### src/rtl/basys3_io_pkg.sv
// Shared constants and types for the Basys3 switch/button input controller.
package basys3_io_pkg;

  localparam int unsigned DEBOUNCE_CYCLES_DEFAULT = 1000000;
  localparam int unsigned NUM_SW_DEFAULT          = 16;
  localparam int unsigned NUM_BTN                 = 5;

  localparam int unsigned BTN_C = 0;
  localparam int unsigned BTN_U = 1;
  localparam int unsigned BTN_R = 2;
  localparam int unsigned BTN_D = 3;
  localparam int unsigned BTN_L = 4;

  typedef enum logic [0:0] {
    StEmpty,
    StFull
  } evt_state_e;

  // Debounce counter width; a single-cycle debounce still needs one bit.
  function automatic int unsigned cnt_width(input int unsigned cycles);
    return (cycles > 1) ? $clog2(cycles) : 1;
  endfunction

endpackage

### src/rtl/basys3_input_ctrl_if.sv
// Board-side inputs, debounced outputs and the button event handshake.
interface basys3_input_ctrl_if
  import basys3_io_pkg::*;
#(
  parameter int unsigned NUM_SW = NUM_SW_DEFAULT
) ();

  logic [NUM_SW-1:0]  sw_raw;
  logic [NUM_BTN-1:0] btn_raw;
  logic [NUM_SW-1:0]  sw_stable;
  logic [NUM_BTN-1:0] btn_level;
  logic [NUM_BTN-1:0] btn_press;
  logic               evt_valid;
  logic [NUM_BTN-1:0] evt_code;
  logic               evt_ready;
  logic               evt_overflow;
  logic               ovf_clr;

  modport master (
    output sw_raw, btn_raw, evt_ready, ovf_clr,
    input  sw_stable, btn_level, btn_press, evt_valid, evt_code, evt_overflow
  );

  modport slave (
    input  sw_raw, btn_raw, evt_ready, ovf_clr,
    output sw_stable, btn_level, btn_press, evt_valid, evt_code, evt_overflow
  );

endinterface

### src/rtl/debounce_channel.sv
// One-bit debouncer: 2-flop synchronizer, consecutive-difference counter, stable flop.
module debounce_channel
  import basys3_io_pkg::*;
#(
  parameter int unsigned DEBOUNCE_CYCLES = DEBOUNCE_CYCLES_DEFAULT
) (
  input  logic clk,
  input  logic rst_n,
  input  logic i_raw,
  output logic o_stable
);

  localparam int unsigned    CntW   = cnt_width(DEBOUNCE_CYCLES);
  localparam logic [CntW-1:0] CntMax = CntW'(DEBOUNCE_CYCLES - 1);

  logic [1:0]      r_sync;
  logic [CntW-1:0] r_cnt;
  logic            r_stable;

  always_ff @(posedge clk or negedge rst_n) begin
    if (!rst_n) begin
      r_sync   <= '0;
      r_cnt    <= '0;
      r_stable <= 1'b0;
    end else begin
      r_sync <= {r_sync[0], i_raw};
      // Any sample matching the stable level restarts the count, so bounces never accumulate.
      if (r_sync[1] == r_stable) begin
        r_cnt <= '0;
      end else if (r_cnt == CntMax) begin
        r_stable <= r_sync[1];
        r_cnt    <= '0;
      end else begin
        r_cnt <= r_cnt + 1'b1;
      end
    end
  end

  assign o_stable = r_stable;

endmodule

### src/rtl/basys3_input_ctrl.sv
// Debounces all switches and buttons, then queues button presses as a single pending event.
module basys3_input_ctrl
  import basys3_io_pkg::*;
#(
  parameter int unsigned DEBOUNCE_CYCLES = DEBOUNCE_CYCLES_DEFAULT,
  parameter int unsigned NUM_SW          = NUM_SW_DEFAULT
) (
  input logic                clk,
  input logic                rst_n,
  basys3_input_ctrl_if.slave bus
);

  logic [NUM_SW-1:0]  w_sw_stable;
  logic [NUM_BTN-1:0] w_btn_level;
  logic [NUM_BTN-1:0] w_press;
  logic               w_any_press;
  logic               w_transfer;
  logic               w_ovf_set;

  evt_state_e         r_state;
  logic [NUM_BTN-1:0] r_code;
  logic [NUM_BTN-1:0] r_level_dly;
  logic               r_ovf;

  for (genvar gi = 0; gi < NUM_SW; gi++) begin : g_sw
    debounce_channel #(
      .DEBOUNCE_CYCLES(DEBOUNCE_CYCLES)
    ) u_sw (
      .clk     (clk),
      .rst_n   (rst_n),
      .i_raw   (bus.sw_raw[gi]),
      .o_stable(w_sw_stable[gi])
    );
  end

  for (genvar gi = 0; gi < NUM_BTN; gi++) begin : g_btn
    debounce_channel #(
      .DEBOUNCE_CYCLES(DEBOUNCE_CYCLES)
    ) u_btn (
      .clk     (clk),
      .rst_n   (rst_n),
      .i_raw   (bus.btn_raw[gi]),
      .o_stable(w_btn_level[gi])
    );
  end

  // Rising edge of the debounced level; both terms are flops so the pulse is glitch-free.
  assign w_press     = w_btn_level & ~r_level_dly;
  assign w_any_press = |w_press;
  assign w_transfer  = (r_state == StFull) && bus.evt_ready;
  assign w_ovf_set   = (r_state == StFull) && !bus.evt_ready && (|(w_press & r_code));

  always_ff @(posedge clk or negedge rst_n) begin
    if (!rst_n) begin
      r_state     <= StEmpty;
      r_code      <= '0;
      r_level_dly <= '0;
      r_ovf       <= 1'b0;
    end else begin
      r_level_dly <= w_btn_level;
      r_ovf       <= w_ovf_set | (r_ovf & ~bus.ovf_clr);
      unique case (r_state)
        StEmpty: begin
          if (w_any_press) begin
            r_code  <= w_press;
            r_state <= StFull;
          end
        end
        StFull: begin
          if (w_transfer) begin
            // A press on the transfer edge becomes the next event; otherwise this clears.
            r_code <= w_press;
            if (!w_any_press) begin
              r_state <= StEmpty;
            end
          end else begin
            r_code <= r_code | w_press;
          end
        end
        default: r_state <= StEmpty;
      endcase
    end
  end

  assign bus.sw_stable    = w_sw_stable;
  assign bus.btn_level    = w_btn_level;
  assign bus.btn_press    = w_press;
  assign bus.evt_valid    = (r_state == StFull);
  assign bus.evt_code     = r_code;
  assign bus.evt_overflow = r_ovf;

endmodule

### src/flat_wrapper.sv
// flat-port wrapper written by rule: the top's interface ports become plain ports
module basys3_input_ctrl_flat import basys3_io_pkg::*;
#(
  parameter int unsigned DEBOUNCE_CYCLES = DEBOUNCE_CYCLES_DEFAULT,
  parameter int unsigned NUM_SW          = NUM_SW_DEFAULT
)
  (clk, rst_n, bus_sw_raw, bus_btn_raw, bus_evt_ready, bus_ovf_clr, bus_sw_stable, bus_btn_level, bus_btn_press, bus_evt_valid, bus_evt_code, bus_evt_overflow);
  basys3_input_ctrl_if #(.NUM_SW(NUM_SW)) bus_i ();
  input logic clk;
  input logic rst_n;
  input wire logic [$bits(bus_i.sw_raw)-1:0] bus_sw_raw;
  input wire logic [$bits(bus_i.btn_raw)-1:0] bus_btn_raw;
  input wire logic [$bits(bus_i.evt_ready)-1:0] bus_evt_ready;
  input wire logic [$bits(bus_i.ovf_clr)-1:0] bus_ovf_clr;
  output wire logic [$bits(bus_i.sw_stable)-1:0] bus_sw_stable;
  output wire logic [$bits(bus_i.btn_level)-1:0] bus_btn_level;
  output wire logic [$bits(bus_i.btn_press)-1:0] bus_btn_press;
  output wire logic [$bits(bus_i.evt_valid)-1:0] bus_evt_valid;
  output wire logic [$bits(bus_i.evt_code)-1:0] bus_evt_code;
  output wire logic [$bits(bus_i.evt_overflow)-1:0] bus_evt_overflow;
  assign bus_i.sw_raw = bus_sw_raw;
  assign bus_i.btn_raw = bus_btn_raw;
  assign bus_i.evt_ready = bus_evt_ready;
  assign bus_i.ovf_clr = bus_ovf_clr;
  assign bus_sw_stable = bus_i.sw_stable;
  assign bus_btn_level = bus_i.btn_level;
  assign bus_btn_press = bus_i.btn_press;
  assign bus_evt_valid = bus_i.evt_valid;
  assign bus_evt_code = bus_i.evt_code;
  assign bus_evt_overflow = bus_i.evt_overflow;
  basys3_input_ctrl #(.DEBOUNCE_CYCLES(DEBOUNCE_CYCLES), .NUM_SW(NUM_SW)) u_core (.clk(clk), .rst_n(rst_n), .bus(bus_i));
endmodule
### config.mk
export PLATFORM = sky130hd
export DESIGN_NAME = basys3_input_ctrl_flat
export DESIGN_NICKNAME = d
export VERILOG_FILES = /design/src/rtl/basys3_io_pkg.sv /design/src/rtl/basys3_input_ctrl_if.sv /design/src/rtl/debounce_channel.sv /design/src/rtl/basys3_input_ctrl.sv /design/src/flat_wrapper.sv
export SDC_FILE = /design/constraint.sdc
export NUM_CORES = 1
export LEC_CHECK = 0
export CAP_MARGIN = 15
export CORE_MARGIN = 2
export CORE_UTILIZATION = 45
export DETAILED_ROUTE_END_ITERATION = 6
export PLACE_DENSITY = 0.65
export SKIP_LAST_GASP = 1
export SLEW_MARGIN = 20
export SYNTH_ARGS = -nofsm -noshare
export SYNTH_HDL_FRONTEND = slang
export SYNTH_HIERARCHICAL = 1
export SYNTH_SLANG_ARGS = --single-unit
### constraint.sdc
create_clock -name clk -period 3 [get_ports clk]
set_clock_uncertainty 0.2 [all_clocks]
set_input_delay 0.45 -clock clk [delete_from_list [all_inputs] [get_ports clk]]
set_output_delay 0.45 -clock clk [all_outputs]
set_load 0.03 [all_outputs]
==> results.yml, run 1 <==
sta:
  finalSetupViolations: 0
  worst_slew_pin_slew_ps: 826.0
  fin_crit_ps: 2706
  hold_viol: 0
  setup_tns_ps: 0
  hold_slack_ps: 98.33
  slew_headroom_pct: 44.93
  drv_slew: 0
  fmax_mhz: 369.5
  period_share_pct: 90.21
  rsz0062_at_grt: "false"
  worst_slack_ps: 293.7
synth:
  yosysUniqueCellTypes: 38
  netlist_instances: 2311
  synth-edff-count: 0
  syn_area_um2: 23940
  synthMostInstantiatedCell: "dfrtp_1"
  yosys-top-cells-area: "dfrtp_1 (52%), xnor2_1 (8.5%), nor2_1 (6.3%)"
  avgSynthCellArea_um2: 10.36
  yosys.area.top_type: "dfrtp_1"
  synth_top_area_share_pct: 51.75
  synth_fp_nets: 2357
  yosys_warnings: 6
  synthArstFlopShare_pct: 100.0
  synth_ff_type: "dfrtp_1"
  synth_seq_cells: 495
  ys_seq_area_share_pct: 51.75
  yosys-top-cells-count: "dfrtp_1 (495), nor2_1 (399), xnor2_1 (231)"
placement:
  hpwl_um: 29430
  place_inst: 3059
  portBuffers: 57
  gp_congestion: 0.7730
  place_ws_ps: 788.7
global_routing:
  grt_max_degree: 89
  grt_pass1_vias: 16970
  grt_use_total_pct: 16.48
  overflow: 0
  grt_first_pass_wirelength_um: 79610
  antenna_found_initial: 0
power:
  powerDensity_nw_per_um2: 529.3
  leakage_uw: 0.01107
  worst_ir_drop_vdd_mv: 0.4312
final_layout:
  area_growth_pct: 15.01
  drive_above_1_share_pct: 8.984
  fin_util_pct: 52.39
  nets: 2475
  antennaDiodeCount: 0
  layout.cells.non_filler: 3159
detailed_routing:
  viasPerCell: 5.352
  route.vias.total: 16910
  drtIter0Drc: 994
  drc: 0
  dr.pass1.iters: 6
  final_antenna_net_count: 0
  wire_per_inst_um: 14.00
  drt-total-wl_um: 44220
floorplanning:
  initial_core_util_pct: 45.55
  num_rows: 84
  core_area_um2: 52550
  die_area_um2: 55050
  fp.dieW_um: 234.6
  chipHeight_um: 234.6
  ios: 58
worst_setup_path:
  cp_top_family: "buffers and inverters"
  required_ps: 2350
  worstSetupPathType: "reg2out"
  cp_slowest_stage_delay_ps: 700
  cp-start-kind: "register"
  cp_max_fo: 5
  endpoint_kind: "output pin"
  arrival_ps: 2060
  worstPathCellList: "nand2b_1, inv_1, clkdlybuf4s50_1"
  critPathSlowestCell: "clkdlybuf4s50_1"
  crit_buf_inv: 2
clock_tree:
  cts_max_path_buffers: 3
  clk_latency_ps: 590
  post_cts_buffers: 0
  numClockSinks: 495
  htree_levels: 2
  cts-root-buf: "clkbuf_16"
  postCtsHoldBufs: 1
  cts-resized-gates: 0
  clkTransAtPathRegs_ps: 60
  cts_tree: "built"
  cts_inserted_buffers: 55
worst_hold_path:
  hp-class: "in2reg"
outcome:
  outcome: "finished clean"
run:
  drv_cap: 0
[worst register-to-register path, stage by stage (launching register included)]
cell,delay (ps)
dfrtp_1,420
ha_1,230
and3_1,230
nand4_1,140
o21ai_2,650
nor2_1,150
[area by class of cell]
| type | count | area [µm²] |
|---|---|---|
| Timing Repair Buffer | 82 | 865.8 |
| Inverter | 86 | 322.8 |
| Sequential cell | 495 | 12390 |
| Tap cell | 688 | 860.8 |
| Clock inverter | 21 | 375.4 |
| Fill cell | 4634 | 25020 |
| Clock buffer | 78 | 1595 |
| Multi-Input combinational cell | 1709 | 11120 |
[metal layers]
layer	wire (µm)	up-vias	global-route usage (%)
li1	-	8357	-
met1	20930	8286	22.58
met2	21070	199	27.30
met3	1285	65	2.420
met4	935	0	4.680
met5	0	-	0
[logic make-up after synthesis]
logic type | share of synthesized area, %
simple gates | 27.49
flops | 51.75
xor+xnor | 12.29
compound gates | 2.833
buf+inv | 1.788
mux | 2.744
fa+ha+maj | 1.098
[flip-flops by register name (all words and copies together), names as in the netlist]
name / count
u_core/g_sw.u_sw/r_cnt: 320
u_core/g_btn.u_btn/r_sync: 10
u_core/bus.evt_valid: 1
u_core/bus.evt_code: 5
u_core/g_sw.u_sw/o_stable: 16
u_core/bus.evt_overflow: 1
u_core/g_btn.u_btn/o_stable: 5
u_core/g_btn.u_btn/r_cnt: 100
u_core/g_sw.u_sw/r_sync: 32
u_core/r_level_dly: 5
[report_power, final]
part	switching (µW)	leakage (µW)	internal, µW
Sequential	97.2	0.00675	6780
Combinational	290	0.00336	145
Clock	2710	0.000965	4550
Total	3100	0.0111	11500
[stage by stage]
step	total power, µW	cell area (µm²)
floorplan	7167	23940
global placement	7419	25550
detailed placement	7446	25550
CTS	14840	27530
global route	15190	27530
finish	14570	27530
[layout by cell type (no fill, tap or decap), drive strengths merged, types with 2 or more instances in the layout]
master,count
o21ai,68
clkinv,9
nor4,105
mux2,21
bufinv,10
clkdlybuf4s50,56
and4,42
nor3,106
and2,21
nor4b,42
nand2,126
ha,21
nand3b,3
or3,43
or4,22
nand3,126
mux2i,42
inv,87
nand4,105
nand2b,3
dfrtp,495
and3b,2
nor2b,5
and3,21
nor2,399
clkbuf,78
xor2,105
buf,25
xnor2,231
a21oi,46
[worst paths after layout]
path / cells past startpoint / end / from / slack (ps)
max in group asynchronous: 3 / u_core/g_sw[12].u_sw/o_stable / rst_n / 1480
max reg2reg: 5 / u_core/g_btn[0].u_btn/r_cnt[4] / u_core/g_btn[0].u_btn/r_cnt[0] / 810
min: 1 / u_core/g_sw[5].u_sw/r_sync[0] / bus_sw_raw[5] / 100
min in group asynchronous: 2 / u_core/g_sw[7].u_sw/r_cnt[12] / rst_n / 280
max: 3 / bus_btn_press[4] / u_core/g_btn[4].u_btn/o_stable / 290
min reg2reg: 0 / u_core/g_sw[3].u_sw/r_sync[1] / u_core/g_sw[3].u_sw/r_sync[0] / 150
(Power assumes the default switching activity.)
==> run 2: changes to the inputs <==
--- a/config.mk
+++ b/config.mk
@@ -9,7 +9,7 @@
 export CORE_MARGIN = 2
 export CORE_UTILIZATION = 45
 export DETAILED_ROUTE_END_ITERATION = 6
-export PLACE_DENSITY = 0.65
+export PLACE_DENSITY = 0.66
 export SKIP_LAST_GASP = 1
 export SLEW_MARGIN = 20
 export SYNTH_ARGS = -nofsm -noshare
==> results.yml, run 2 (same netlist as run 1, synthesis figures left out) <==
worst_hold_path:
  hp-start: "bus_sw_raw[9]"
  hp-class: "in2reg"
sta:
  fin_crit_ps: 2719
  period_share_pct: 90.62
  setup_tns_ps: 0
  finalSetupViolations: 0
  rsz0062_at_grt: "false"
  worst_slew_pin_slew_ps: 762.1
  slew_headroom_pct: 49.19
  drv_slew: 0
  hold_slack_ps: 87.84
  fmax_mhz: 367.8
  worst_slack_ps: 281.5
  hold_viol: 0
floorplanning:
  fp.dieW_um: 234.6
  core_area_um2: 52550
  chipHeight_um: 234.6
  ios: 58
  initial_core_util_pct: 45.55
  num_rows: 84
  die_area_um2: 55050
detailed_routing:
  wire_per_inst_um: 14.06
  viasPerCell: 5.396
  drtIter0Drc: 997
  drc: 0
  drt-total-wl_um: 44370
  final_antenna_net_count: 0
  route.vias.total: 17040
  dr.pass1.iters: 5
global_routing:
  grt_first_pass_wirelength_um: 79010
  antenna_found_initial: 1
  grt_pass1_vias: 16960
  overflow: 0
  grt_max_degree: 85
  grt_use_total_pct: 16.34
run:
  drv_cap: 0
clock_tree:
  clk_latency_ps: 600
  postCtsHoldBufs: 1
  cts-resized-gates: 0
  clkTransAtPathRegs_ps: 60
  cts_tree: "built"
  post_cts_buffers: 0
  numClockSinks: 495
  htree_levels: 2
  cts-root-buf: "clkbuf_16"
  cts_inserted_buffers: 54
  cts_max_path_buffers: 3
final_layout:
  final-seq-area_um2: 12390
  nFillCells: 4635
  top_regs: "u_core/g_sw.u_sw/r_cnt (320), u_core/g_btn.u_btn/r_cnt (100), u_core/g_sw.u_sw/r_sync (32)"
  final_common_cell: "dfrtp_1"
  drive_above_1_share_pct: 9.154
  multiInputGateArea_um2: 11120
  top_register: "u_core/g_sw.u_sw/r_cnt"
  mostFrequentLayoutCells: "dfrtp_1 (495), nor2_1 (399), xnor2_1 (231), nand3_1 (126), nand2_1 (126)"
  antennaDiodeCount: 0
  largest_reg_flops: 320
  fin_area_um2: 27340
  area_growth_pct: 14.20
  nets: 2471
placement:
  portBuffers: 57
  gp_congestion: 0.7857
  placed_area_um2: 25530
  hpwl_um: 29410
  place_ws_ps: 807.3
outcome:
  outcome: "finished clean"
power:
  worst_ir_drop_vdd_mv: 0.4300
  leakage_uw: 0.01100
  post-layout-total-power_uw: 13980
  powerDensity_nw_per_um2: 511.4
worst_setup_path:
  endpoint_kind: "output pin"
  required_ps: 2350
  cp-start-kind: "register"
  arrival_ps: 2070
  cp_max_fo: 5
  startpoint: "u_core/g_btn[1].u_btn/o_stable"
  worstSetupPathType: "reg2out"
  r2r-start: "u_core/g_btn[3].u_btn/r_cnt[0]"
[run 2: cell types whose count changed in the layout (fill, tap and decap cells not counted)]
cell,change
buf_4,-3
clkinv_2,+18
inv_8,-1
clkinvlp_4,+1
bufinv_16,-6
clkinv_4,-3
clkbuf_8,-2
clkbuf_1,-6
[run 2: final timing paths]
kind	end	slack, ps	cells past startpoint
setup reg to reg	u_core/g_btn[3].u_btn/r_cnt[2]	830	5
setup / recovery	bus_btn_press[1]	280	2
max in group asynchronous	u_core/g_sw[9].u_sw/r_cnt[8]	1540	3
hold reg to reg	u_core/g_sw[8].u_sw/r_sync[1]	140	0
min in group asynchronous	u_core/g_sw[13].u_sw/o_stable	250	2
hold / removal	u_core/g_sw[9].u_sw/r_sync[0]	90	1
[run 2: worst max-delay path: stages (launching register included)]
cell	delay, ps
dfrtp_1	440
nor2b_1	300
clkdlybuf4s50_1	720
[run 2: cell type report]
cell class                 instances  area share (%)
sequential                       495           45.31
multi-input combinational       1709           40.69
inverter                          86           1.181
clock inverter                    30          0.9337
tap                              688           3.149
clock buffer                      70           5.653
timing repair buffer              79           3.085
[run 2: power by group]
part / internal (µW) / switching, µW
combinational: 143 / 289
clock: 3960 / 2720
sequential: 6780 / 97.3
[run 2: stage by stage]
stage	utilization [%]	std cells
global placement	48.57	3056
global route	52.02	3157
finish	52.02	3157
detailed placement	48.57	3056
CTS	52.02	3157
floorplan	-	2311
[run 2: metal layers]
metal	routed length, µm	vias to the layer above	global-route usage (%)
met2	21150	195	27.01
met5	0	-	0
met1	20790	8420	22.21
met3	1464	67	2.561
met4	967	0	4.967
li1	-	8354	-
==> run 3: changes to the inputs <==
--- a/config.mk
+++ b/config.mk
@@ -16,3 +16,4 @@
 export SYNTH_HDL_FRONTEND = slang
 export SYNTH_HIERARCHICAL = 1
 export SYNTH_SLANG_ARGS = --single-unit
+export TNS_END_PERCENT = 1
==> results of run 3 <==
No change in the layout: final DEF, timing and power equal those of run 2.
